File: src/rtl/alu_share_arbiter.sv
// Two-port round-robin arbiter in front of a shared combinational ALU.
// Registers the winner's operands, captures the ALU result and returns it with valid/ready.
module alu_share_arbiter #(
  parameter int DATA_W = 32,
  parameter int CTRL_W = 4
) (
  input  logic              clk,
  input  logic              rst_n,
  input  logic              req0_valid,
  output logic              req0_ready,
  input  logic [DATA_W-1:0] req0_op1,
  input  logic [DATA_W-1:0] req0_op2,
  input  logic [CTRL_W-1:0] req0_ctrl,
  input  logic              req1_valid,
  output logic              req1_ready,
  input  logic [DATA_W-1:0] req1_op1,
  input  logic [DATA_W-1:0] req1_op2,
  input  logic [CTRL_W-1:0] req1_ctrl,
  output logic              rsp0_valid,
  input  logic              rsp0_ready,
  output logic              rsp1_valid,
  input  logic              rsp1_ready,
  output logic [DATA_W-1:0] rsp_result,
  output logic              rsp_zero,
  output logic [DATA_W-1:0] alu_op1_o,
  output logic [DATA_W-1:0] alu_op2_o,
  output logic [CTRL_W-1:0] alu_ctrl_o,
  input  logic [DATA_W-1:0] alu_result_i,
  input  logic              alu_zero_i,
  output logic              busy
);

  typedef enum logic [1:0] {
    IDLE,
    EXEC,
    RESP
  } state_t;

  state_t state, state_next;
  logic   owner;
  logic   prio;
  logic   grant;
  logic   accept;
  logic   done;

  // Grant goes to the lone valid port, or to prio when both are valid.
  always_comb begin
    state_next = state;
    grant      = 1'b0;
    accept     = 1'b0;
    done       = 1'b0;
    req0_ready = 1'b0;
    req1_ready = 1'b0;
    rsp0_valid = 1'b0;
    rsp1_valid = 1'b0;
    case (state)
      IDLE: begin
        grant      = (req0_valid && req1_valid) ? prio : req1_valid;
        accept     = req0_valid || req1_valid;
        req0_ready = accept && !grant;
        req1_ready = accept && grant;
        if (accept) state_next = EXEC;
      end
      EXEC: state_next = RESP;
      RESP: begin
        rsp0_valid = !owner;
        rsp1_valid = owner;
        done       = owner ? rsp1_ready : rsp0_ready;
        if (done) state_next = IDLE;
      end
      default: state_next = IDLE;
    endcase
  end

  always_ff @(posedge clk or negedge rst_n) begin
    if (!rst_n) begin
      state      <= IDLE;
      owner      <= 1'b0;
      prio       <= 1'b0;
      alu_op1_o  <= '0;
      alu_op2_o  <= '0;
      alu_ctrl_o <= '0;
      rsp_result <= '0;
      rsp_zero   <= 1'b0;
    end else begin
      state <= state_next;
      if (accept) begin
        owner      <= grant;
        alu_op1_o  <= grant ? req1_op1  : req0_op1;
        alu_op2_o  <= grant ? req1_op2  : req0_op2;
        alu_ctrl_o <= grant ? req1_ctrl : req0_ctrl;
      end
      if (state == EXEC) begin
        rsp_result <= alu_result_i;
        rsp_zero   <= alu_zero_i;
      end
      // Last served port drops to lowest priority.
      if (done) prio <= ~owner;
    end
  end

  assign busy = (state != IDLE);

endmodule

File: config.mk
export PLATFORM = sky130hd
export DESIGN_NAME = alu_share_arbiter
export DESIGN_NICKNAME = d
export VERILOG_FILES = /design/src/rtl/alu_share_arbiter.sv
export SDC_FILE = /design/constraint.sdc
export NUM_CORES = 1
export LEC_CHECK = 0
export ABC_AREA = 1
export CORE_MARGIN = 2
export CORE_UTILIZATION = 39
export CTS_CLUSTER_DIAMETER = 40
export CTS_CLUSTER_SIZE = 16
export DETAILED_ROUTE_END_ITERATION = 10
export PLACE_DENSITY = 0.79
export SYNTH_ARGS = -nofsm -noshare
export SYNTH_HDL_FRONTEND = slang
export SYNTH_SLANG_ARGS = --single-unit
File: constraint.sdc
create_clock -name clk -period 3.3 [get_ports clk]
set_input_delay 0.33 -clock clk [delete_from_list [all_inputs] [get_ports clk]]
set_output_delay 0.33 -clock clk [all_outputs]
set_load 0.005 [all_outputs]
======== After elaboration in Yosys (flattened, before gate mapping) ========
Cells that the tools add are included.
word-level totals
  register bits ........................... 105
  input port bits ......................... 175
  output and inout port bits .............. 106
  word-level logic and storage cells ...... 37
operators by class
  eq/ne operators ......................... 4
  multiplexer cells ....................... 15
  bitwise gates (word level) .............. 1
  reduce and logical (&&, ||, !) cells .... 9
operators with widths
  kind                                                                    count
  32-bit 2-to-1 mux                                                       2
  1-bit 2-to-1 mux                                                        9
  2-bit case mux with 3 select lines                                      1
  2-bit 2-to-1 mux                                                        2
  4-bit 2-to-1 mux                                                        1
  2-bit inequality test (second input constant)                           2
  1-bit logical AND                                                       3
  2-bit by 1-bit equality test with 1-bit output (second input constant)  1
  2-bit equality test (second input constant)                             1
  1-bit logical NOT                                                       2
  2-bit logical NOT                                                       1
  2-bit AND reduction                                                     1
  2-bit nonzero test                                                      1
  1-bit logical OR                                                        1
  1-bit inverter                                                          1

======== Logic depth before layout (Yosys ltp) ========
  word-level depth ........................ 5
  mapped depth ............................ 7
  depth with buffers taken out ............ 6

======== Worst setup path after synthesis ========
No wires, ideal clock.
  path type ............................... register -> output
  from .................................... register state[1]
  to ...................................... output req0_ready
  arrival ................................. 1.054 ns
  slack ................................... 1.916 ns
  cell stages (with the launch flop) ...... 7
  path through ............................ dfrtp_1 nor2_4 o21ai_2 inv_2 buf_2 nand2_1 inv_1
between the ends
  cells in the longest elaborated chain, start to end .. 2
RTL lines
  item                    line  text
  from (decl)             39    state_t state, state_next;
  from (signal assigned)  86    state <= state_next;
  2-bit logical NOT       56    case (state)
  1-bit 2-to-1 mux        56
  to (decl)               10    output logic req0_ready,
Every way passes these cells.

======== Worst setup path in the final report ========
  from .................................... register state[0]
  to ...................................... output busy
between the ends
  cells in the longest elaborated chain, start to end .. 1
RTL lines
  item                line  text
  2-bit nonzero test  102   assign busy = (state != IDLE);
  to (decl)           30    output logic busy
Every way passes these cells.

==> metrics.yaml <==
cells_and_area:
  fin_nets: 1117
  multi_input_area_um2: 2000
  area_growth_pct: 59.1
  regArea_um2: 2630
  final_common_cell: "clkdlybuf4s50_1"
  drive_gt1_frac: 0.0401
  final_area_um2: 8570
  fin_cells: 1123
  fill_cells: 1133
  most-common-layout-cells: "clkdlybuf4s50_1, nand2_1, inv_1, dfrtp_1"
  n_antenna_cell: 0
synthesis:
  ys_seq_area_frac: 0.488
  syn_nets: 861
  synth_area_leaders: "dfrtp_1, nand2_1, inv_1"
  synth_cell_types: 17
  ys_warn_count: 0
  synthCells: 686
  synth_area_leader_cell: "dfrtp_1"
  ys_ff_latch: 105
  syn_area_um2: 5390
  yosysTopAreaCellShare: 0.488
  avgSynthCellArea_um2: 7.85
die:
  ios: 281
  die_w_um: 122
  die_h_um: 122
  die_area_um2: 14800
  fp-row-count: 42
  start_util: 0.404
  fp.coreArea_um2: 13300
worst_setup_path:
  worst_path_max_delay_cell: "clkdlybuf4s50_1"
  worst_r2r_endpoint: "alu_op1_o[4]"
  reg2reg_from: "state[0]"
  path_cells: "nor2_4, buf_4, inv_1, clkdlybuf4s50_1"
  cp.depth: 4
  crit_type: "reg2out"
  crit_family: "buffers and inverters"
  r2r_cells: 6
  end_kind: "output pin"
  critical_path.n_buffers_inverters: 3
  endpoint: "busy"
  critPathMaxFanout: 18
  crit_required_ns: 2.97
  start_kind: "flip-flop"
  slowest_delay_ns: 0.44
  r2r_setup_slack_ns: 1.29
  worstPathArrival_ns: 2.00
  crit_start: "state[0]"
sta:
  holdWs_ns: 0.106
  hold_viol_final: 0
  skew_ns: 0.00505
  fin_crit_ns: 2.33
  fmax_mhz: 430
  rsz0062_at_grt: "false"
  fin_setup_tns_ns: 0
  finalSetupViolCount: 0
  drv_slew: 0
  slew_headroom: 0.392
  worst_slew_pin_slew_ns: 0.912
  post-route-period-util: 0.705
power_and_ir_drop:
  p_per_area_nw_per_um2: 807
  p_leak_nw: 4.36
  peakVddDrop_mv: 0.610
clocking:
  cts-resized-gates: 0
  tritoncts: "done"
  cts_setup_buffers: 0
  postCtsHoldBufs: 0
  h-tree-depth: 3
  cts_buffers: 9
  clock_sinks: 105
  clkTransAtPathRegs_ns: 0.07
  cts_buffer_depth: 2
  clock_latency_ns: 0.34
  clockRootBuffer: "clkbuf_16"
run:
  drv_cap: 0
global_route:
  grt_overflow: 0
  grt_use_total: 0.234
  antenna_found_initial: 0
  grt_pass1_vias: 5392
  grt_pass1_wl_um: 27000
  grt_max_degree: 72
placement:
  port-buffer-count: 280
  dp_cells: 1107
  gp_congestion: 0.781
  placed_cell_area_um2: 8270
  dp_hpwl_um: 11900
routing:
  drtIter0Drc: 235
  wl_per_cell_um: 15.0
  vias: 5365
  totalWireLength_um: 16900
  drt-pass1-iter-count: 4
  postRouteAntennaNets: 0
  vias_per_cell: 4.78
  drc: 0
run_status:
  status: "finished clean"
min_path:
  hold_class: "in2async"
-- where the power goes --
group	switching, W	internal (W)	total (W)
Combinational	0.00165	0.00188	0.00354
Sequential	0.000342	0.00195	0.00229
Clock	0.000493	0.000600	0.00109
-- cell families after synthesis --
family / after synthesis / share of synthesized area
multiplexers: 33 / 0.0690
buffers and inverters: 192 / 0.143
AO/OA/AOI/OAI: 5 / 0.00534
AND/OR/NAND/NOR: 351 / 0.295
flip-flops: 105 / 0.488
-- routing by layer --
metal	vias to the layer above	routed length (um)	global-route usage	share of wire
met5	-	0	0	0
met2	221	8170	0.405	0.48
met1	2468	6940	0.281	0.41
li1	2646	-	-	-
met3	30	1340	0.0590	0.080
met4	0	413	0.0912	0.024
-- registers in the layout, indices dropped and copies added (netlist names) --
register    cells
rsp_zero        1
owner           1
prio            1
alu_op1_o      32
rsp_result     32
alu_ctrl_o      4
alu_op2_o      32
state           2
-- synthesized netlist by cell type, drive strengths merged --
library cell,count
nand4,68
mux2,33
buf,32
dfrtp,105
nand3,69
nor2,3
o21ai,5
inv,146
nand2,211
clkbuf,14
-- through the flow --
stage	util	power, W	worst slack, ns
after floorplan	-	0.00390	1.92
after detailed placement	0.620	0.00588	1.22
after global placement	0.620	0.00580	1.23
final	0.642	0.00692	0.975
after global routing	0.642	0.00746	0.854
after CTS	0.642	0.00700	0.958
-- worst register-to-register path: cells and delay by family, from the launching register on --
kind / cells / cell delay, ns
buffers and inverters: 2 / 0.69
DFF: 1 / 0.43
and+or+nand+nor: 4 / 0.80
-- final cells by class --
| cell class | count | area share |
|---|---|---|
| clock buffers | 10 | 0.0267 |
| clock inverters | 6 | 0.00846 |
| inverters | 146 | 0.0639 |
| multi-input cells | 389 | 0.233 |
| flip-flops and latches | 105 | 0.306 |
| well taps | 176 | 0.0257 |
| repair buffers | 291 | 0.336 |
-- worst min path at each step --
| stage | startpoint | to | slack [ns] | depth (start not counted) |
|---|---|---|---|---|
| after floorplan | rst_n | alu_ctrl_o[0] | 0.03 | 0 |
| after global placement | alu_op2_o[3] | alu_op2_o[3] | 0.46 | 2 |
| after detailed placement | alu_op2_o[3] | alu_op2_o[3] | 0.46 | 2 |
| after CTS | rst_n | alu_ctrl_o[0] | 0.15 | 1 |
| after global routing | rst_n | alu_op2_o[5] | 0.20 | 1 |
| final | rst_n | alu_ctrl_o[0] | 0.11 | 1 |
Power figures use the tool's default switching activity.
==> RTL edit 1, RTL diff (same flow settings) <==
Change the parameter `DATA_W` from 32 to 24.
--- a/src/rtl/alu_share_arbiter.sv
+++ b/src/rtl/alu_share_arbiter.sv
@@ -1,7 +1,7 @@
 // Two-port round-robin arbiter in front of a shared combinational ALU.
 // Registers the winner's operands, captures the ALU result and returns it with valid/ready.
 module alu_share_arbiter #(
-  parameter int DATA_W = 32,
+  parameter int DATA_W = 24,
   parameter int CTRL_W = 4
 ) (
   input  logic              clk,
Interface: changed (8 resized); port bits go from 281 to 217. No check against the original RTL was run, so the function may have changed too.
==> RTL edit 1 against the unedited design <==
  * Worst hold slack improved by 0.0075 ns
  * Sequential cell count is 24 lower
  * Power fell by 22%
  * Area after synthesis fell by 21%
  * Setup slack got worse by 0.11 ns
  * Routed wire length shrank 23%
  * Design area fell by 22%
  * Combinational power decreased by 18%
  * Critical endpoint is now req0_ready
==> RTL edit 1: results (changes against the unedited design) <==
metric	value	unit	change
status	finished clean		
Power Total	5.42	mW	-22%
P_leak	3.44	nW	-21%
Regs by FF count	alu_op1_o (24), alu_op2_o (24), rsp_result (24)		
GRT Total Usage	22.0	%	-1.4 points
met1 GRT Util	27.4	%	-0.70 points
DR vias/cell	4.86		+1.7%
Area after DPL	6470	um2	-22%
clock network power	722	uW	-34%
CTS Root Cell	clkbuf_8		
Slew Limit Headroom	33.1	%	-6.1 points
Hold WC Path Type	input pin to asynchronous set/reset pin		
Max stage delay cell, worst path	dfrtp_1		
Max Clock Skew	0.00810	ns	+0.00306 ns
first-pass GRT wire length	20.4	mm	-24%
post-synth cell types	19		+2
Hold WS	0.114	ns	+0.00754 ns
Avg Cell Area, Syn	8.08	um2	+2.9%
FF-to-FF setup slack	1.46	ns	+0.17 ns
hpwl dp	9.31	mm	-22%
asr flop ratio synth	100	%	unchanged
Primary FF master, synth	dfrtp_1		
H-tree depth	3		unchanged
wire length on met2	6.36	mm	-22%
top cells by area, synth	dfrtp_1 47%, nand2_1 14%, inv_1 9.8%		
drt wl/cell	14.9	um	-0.79%
Mapped Nets	664		-23%
placed cells	858		-22%
Layout Cells excl Fill	874		-22%
vias in the first global route	4200		-22%
Synth warnings	0		unchanged
Psw	1.96	mW	-21%
CP Capture Point	req0_ready		
worst slack, placed	1.10	ns	-0.127 ns
RR Endpoint	alu_op2_o[2]		
buffers added on ports	216		-23%
Max VDD drop	0.849	mV	+39%
share of layout cells above drive strength 1	7.49	%	+3.5 points
crit-path max FO	27		+9
Layout fillers	912		-20%
Reg power frac	33.3	%	+0.2 points
GR met2 Demand/Resource	38.7	%	-1.8 points
period utilization	73.8	%	+3.3 points
met3 WL	961	um	-28%
largest net degree at the start of global routing	82		+14%
Worst Reg-to-Reg Cells	6		unchanged
crit-path max cell delay	0.48	ns	+0.04 ns
top cells by count, synth	162 x nand2_1, 112 x inv_1, 81 x dfrtp_1		
1st-iter DRT viols	195		-17%
fin nets	864		-23%
met3 Usage GRT	4.84	%	-1.1 points
gpl congestion	0.855		+9.4%
DRT met1 WL	5.54	mm	-20%
Data arrival, critical path	2.10	ns	+0.10 ns
post-synthesis sequential area ratio	47.4	%	-1.4 points
==> RTL edit 1: area by class of cell <==
type | instances | area (um2) | share of cell area, %
Inverter | 114 | 430 | 6.45
Tap cell | 140 | 175 | 2.63
Multi-Input combinational cell | 301 | 1640 | 24.6
Clock inverter | 5 | 55.1 | 0.825
Timing Repair Buffer | 222 | 2200 | 33.0
Sequential cell | 81 | 2030 | 30.4
Clock buffer | 11 | 141 | 2.12
==> RTL edit 1: critical path: cells and delay by family (launching register included) <==
family,cells,cell delay [ns]
simple gates,3,0.81
flops,1,0.48
buf+inv,2,0.46
==> RTL edit 1: cell families after synthesis <==
logic type,after synthesis,share of synthesized area [%]
multiplexers,25,8.25
flip-flops,81,47.4
buffers and inverters,147,14.3
AND/OR/NAND/NOR,271,29.2
AO/OA/AOI/OAI,5,0.849
==> RTL edit 2, RTL diff (config.mk and constraints unchanged) <==
Made on the original files. The 3 states of `state_t` get a one-hot encoding in 3 bits.
--- a/src/rtl/alu_share_arbiter.sv
+++ b/src/rtl/alu_share_arbiter.sv
@@ -30,10 +30,10 @@
   output logic              busy
 );
 
-  typedef enum logic [1:0] {
-    IDLE,
-    EXEC,
-    RESP
+  typedef enum logic [2:0] {
+    IDLE = 3'b001,
+    EXEC = 3'b010,
+    RESP = 3'b100
   } state_t;
 
   state_t state, state_next;
Formal check against the unedited RTL: no difference found for any inputs over 10 cycles, from zero or initial values and one cycle with rst_n low; not proved beyond that.
==> RTL edit 2 against the unedited design <==
  * Register-to-register slack improved by 0.35 ns
  * Global-route usage decreased by 1.5 points
  * Area after synthesis decreased by 3.2%
  * Clock skew about the same
  * Routed wire length decreased by 8.5%
  * First-iteration DRC count increased by 32%
  * Design area decreased by 1.7%
  * Sequential cell count increased by 1
  * Fmax decreased by 4.0%
  * Final cell count increased by 6.6%
  * Setup slack got worse by 0.097 ns
  * Power decreased by 2.3%
==> RTL edit 2: results (changes against the unedited design) <==
metric	value	unit	change
P_leak	4.44	nW	+1.9%
gpl congestion	0.815		+4.2%
setup tns final	0	ns	unchanged
critical path's top delay family	buffers and inverters		
Data arrival, critical path	2.09	ns	+0.09 ns
Max stage delay cell, worst path	clkdlybuf4s50_1		
status	finished clean		
1st-iter DRT viols	310		+32%
worst slack, placed	1.12	ns	-0.108 ns
Slew Limit Headroom	51.7	%	+13 points
clock buffer depth	2		unchanged
Area after DPL	8140	um2	-1.7%
top cells by count, synth	350 x nand2_1, 140 x nor2_1, 105 x dfrtp_1		
Post CTS Setup Buffer Count	0		unchanged
Mapped Nets	931		+8.1%
first-pass GRT wire length	25.1	mm	-7.1%
placed cells	1181		+6.7%
DR vias/cell	4.41		-7.7%
post-synth cell types	15		-2
initial antenna violation count	0		unchanged
reg2reg start	prio		
Max Clock Skew	0.00509	ns	+0.0000451 ns
H-tree depth	3		unchanged
Synth warnings	0		unchanged
drt wl/cell	12.9	um	-14%
top cells by area, synth	dfrtp_1 50%, nand2_1 25%, nor2_1 10%		
Avg Cell Area, Syn	6.90	um2	-12%
GR met2 Demand/Resource	35.9	%	-4.6 points
CTS Buf Count	9		unchanged
crit path from	state[0]		
crit-path max cell delay	0.57	ns	+0.13 ns
Max VDD drop	0.349	mV	-43%
met3 Usage GRT	7.41	%	+1.5 points
post-synthesis sequential area ratio	50.9	%	+2.1 points
CTS Root Cell	clkbuf_16		
share of layout cells above drive strength 1	3.23	%	-0.78 points
crit-path max FO	35		+17
Clk pin slew, worst setup/hold paths	0.07	ns	about the same
Layout fillers	1139		+0.53%
# resized after CTS	0		unchanged
Pre-antenna DRT Iters	4		unchanged
hpwl dp	10.9	mm	-8.5%
vias in the first global route	5130		-4.9%
DRT Wirelength	15.4	mm	-8.5%
GRT Total Usage	21.9	%	-1.5 points
met1 GRT Util	27.5	%	-0.61 points
asr flop ratio synth	100	%	unchanged
largest net degree at the start of global routing	139		+93%
[RTL edit 2: cell count changes after synthesis, sizes merged]
| cell | change |
|---|---|
| nand2 | +139 |
| nor2 | +139 |
| nand4 | -68 |
| inv | -67 |
| mux2 | -33 |
| nand3 | -32 |
| buf | -5 |
| clkbuf | -3 |
| o21ai | -3 |
| a21oi | +2 |
| dfstp | +1 |
[RTL edit 2: worst paths after layout]
kind	slack, ns	cells past startpoint	end
max in group asynchronous	2.49	2	state[0]
worst max-delay path	0.88	5	rsp0_valid
worst max register to register	1.64	8	alu_op1_o[3]
worst min-delay path	0.02	1	alu_op2_o[6]
worst min register to register	0.47	2	rsp_result[21]
min in group clk	0.47	2	rsp_result[21]
[RTL edit 2: kinds of logic (layout without fill, tap and decap cells)]
group                  count (synthesis)  in the layout  share of synthesized area [%]
AO/OA/AOI/OAI                          4              4                          0.384
buffers and inverters                117            382                           9.67
flip-flops                           106            106                           50.9
AND/OR/NAND/NOR                      529            529                           39.1
[RTL edit 2: power breakdown]
part	internal (mW)	switching, mW	total [mW]
Clock	0.589	0.495	1.08
Sequential	1.94	0.328	2.27
Combinational	1.78	1.63	3.41
Total	4.31	2.45	6.76
[RTL edit 2: area by class of cell]
type	instances	area [um2]	area share, %
clock buffer	10	229	2.72
clock inverter	6	67.6	0.801
timing repair buffer	287	2890	34.3
inverter	79	297	3.52
sequential	106	2650	31.5
multi-input combinational	533	2070	24.6
tap	176	220	2.61
[RTL edit 2: per-layer routing]
| metal | part of all wire [%] | up-vias | wire length, um |
|---|---|---|---|
| met5 | 0 | - | 0 |
| met1 | 42 | 2303 | 6510 |
| met2 | 46 | 226 | 7050 |
| met3 | 9.7 | 27 | 1500 |
| met4 | 2.4 | 0 | 374 |
| li1 | - | 2725 | - |
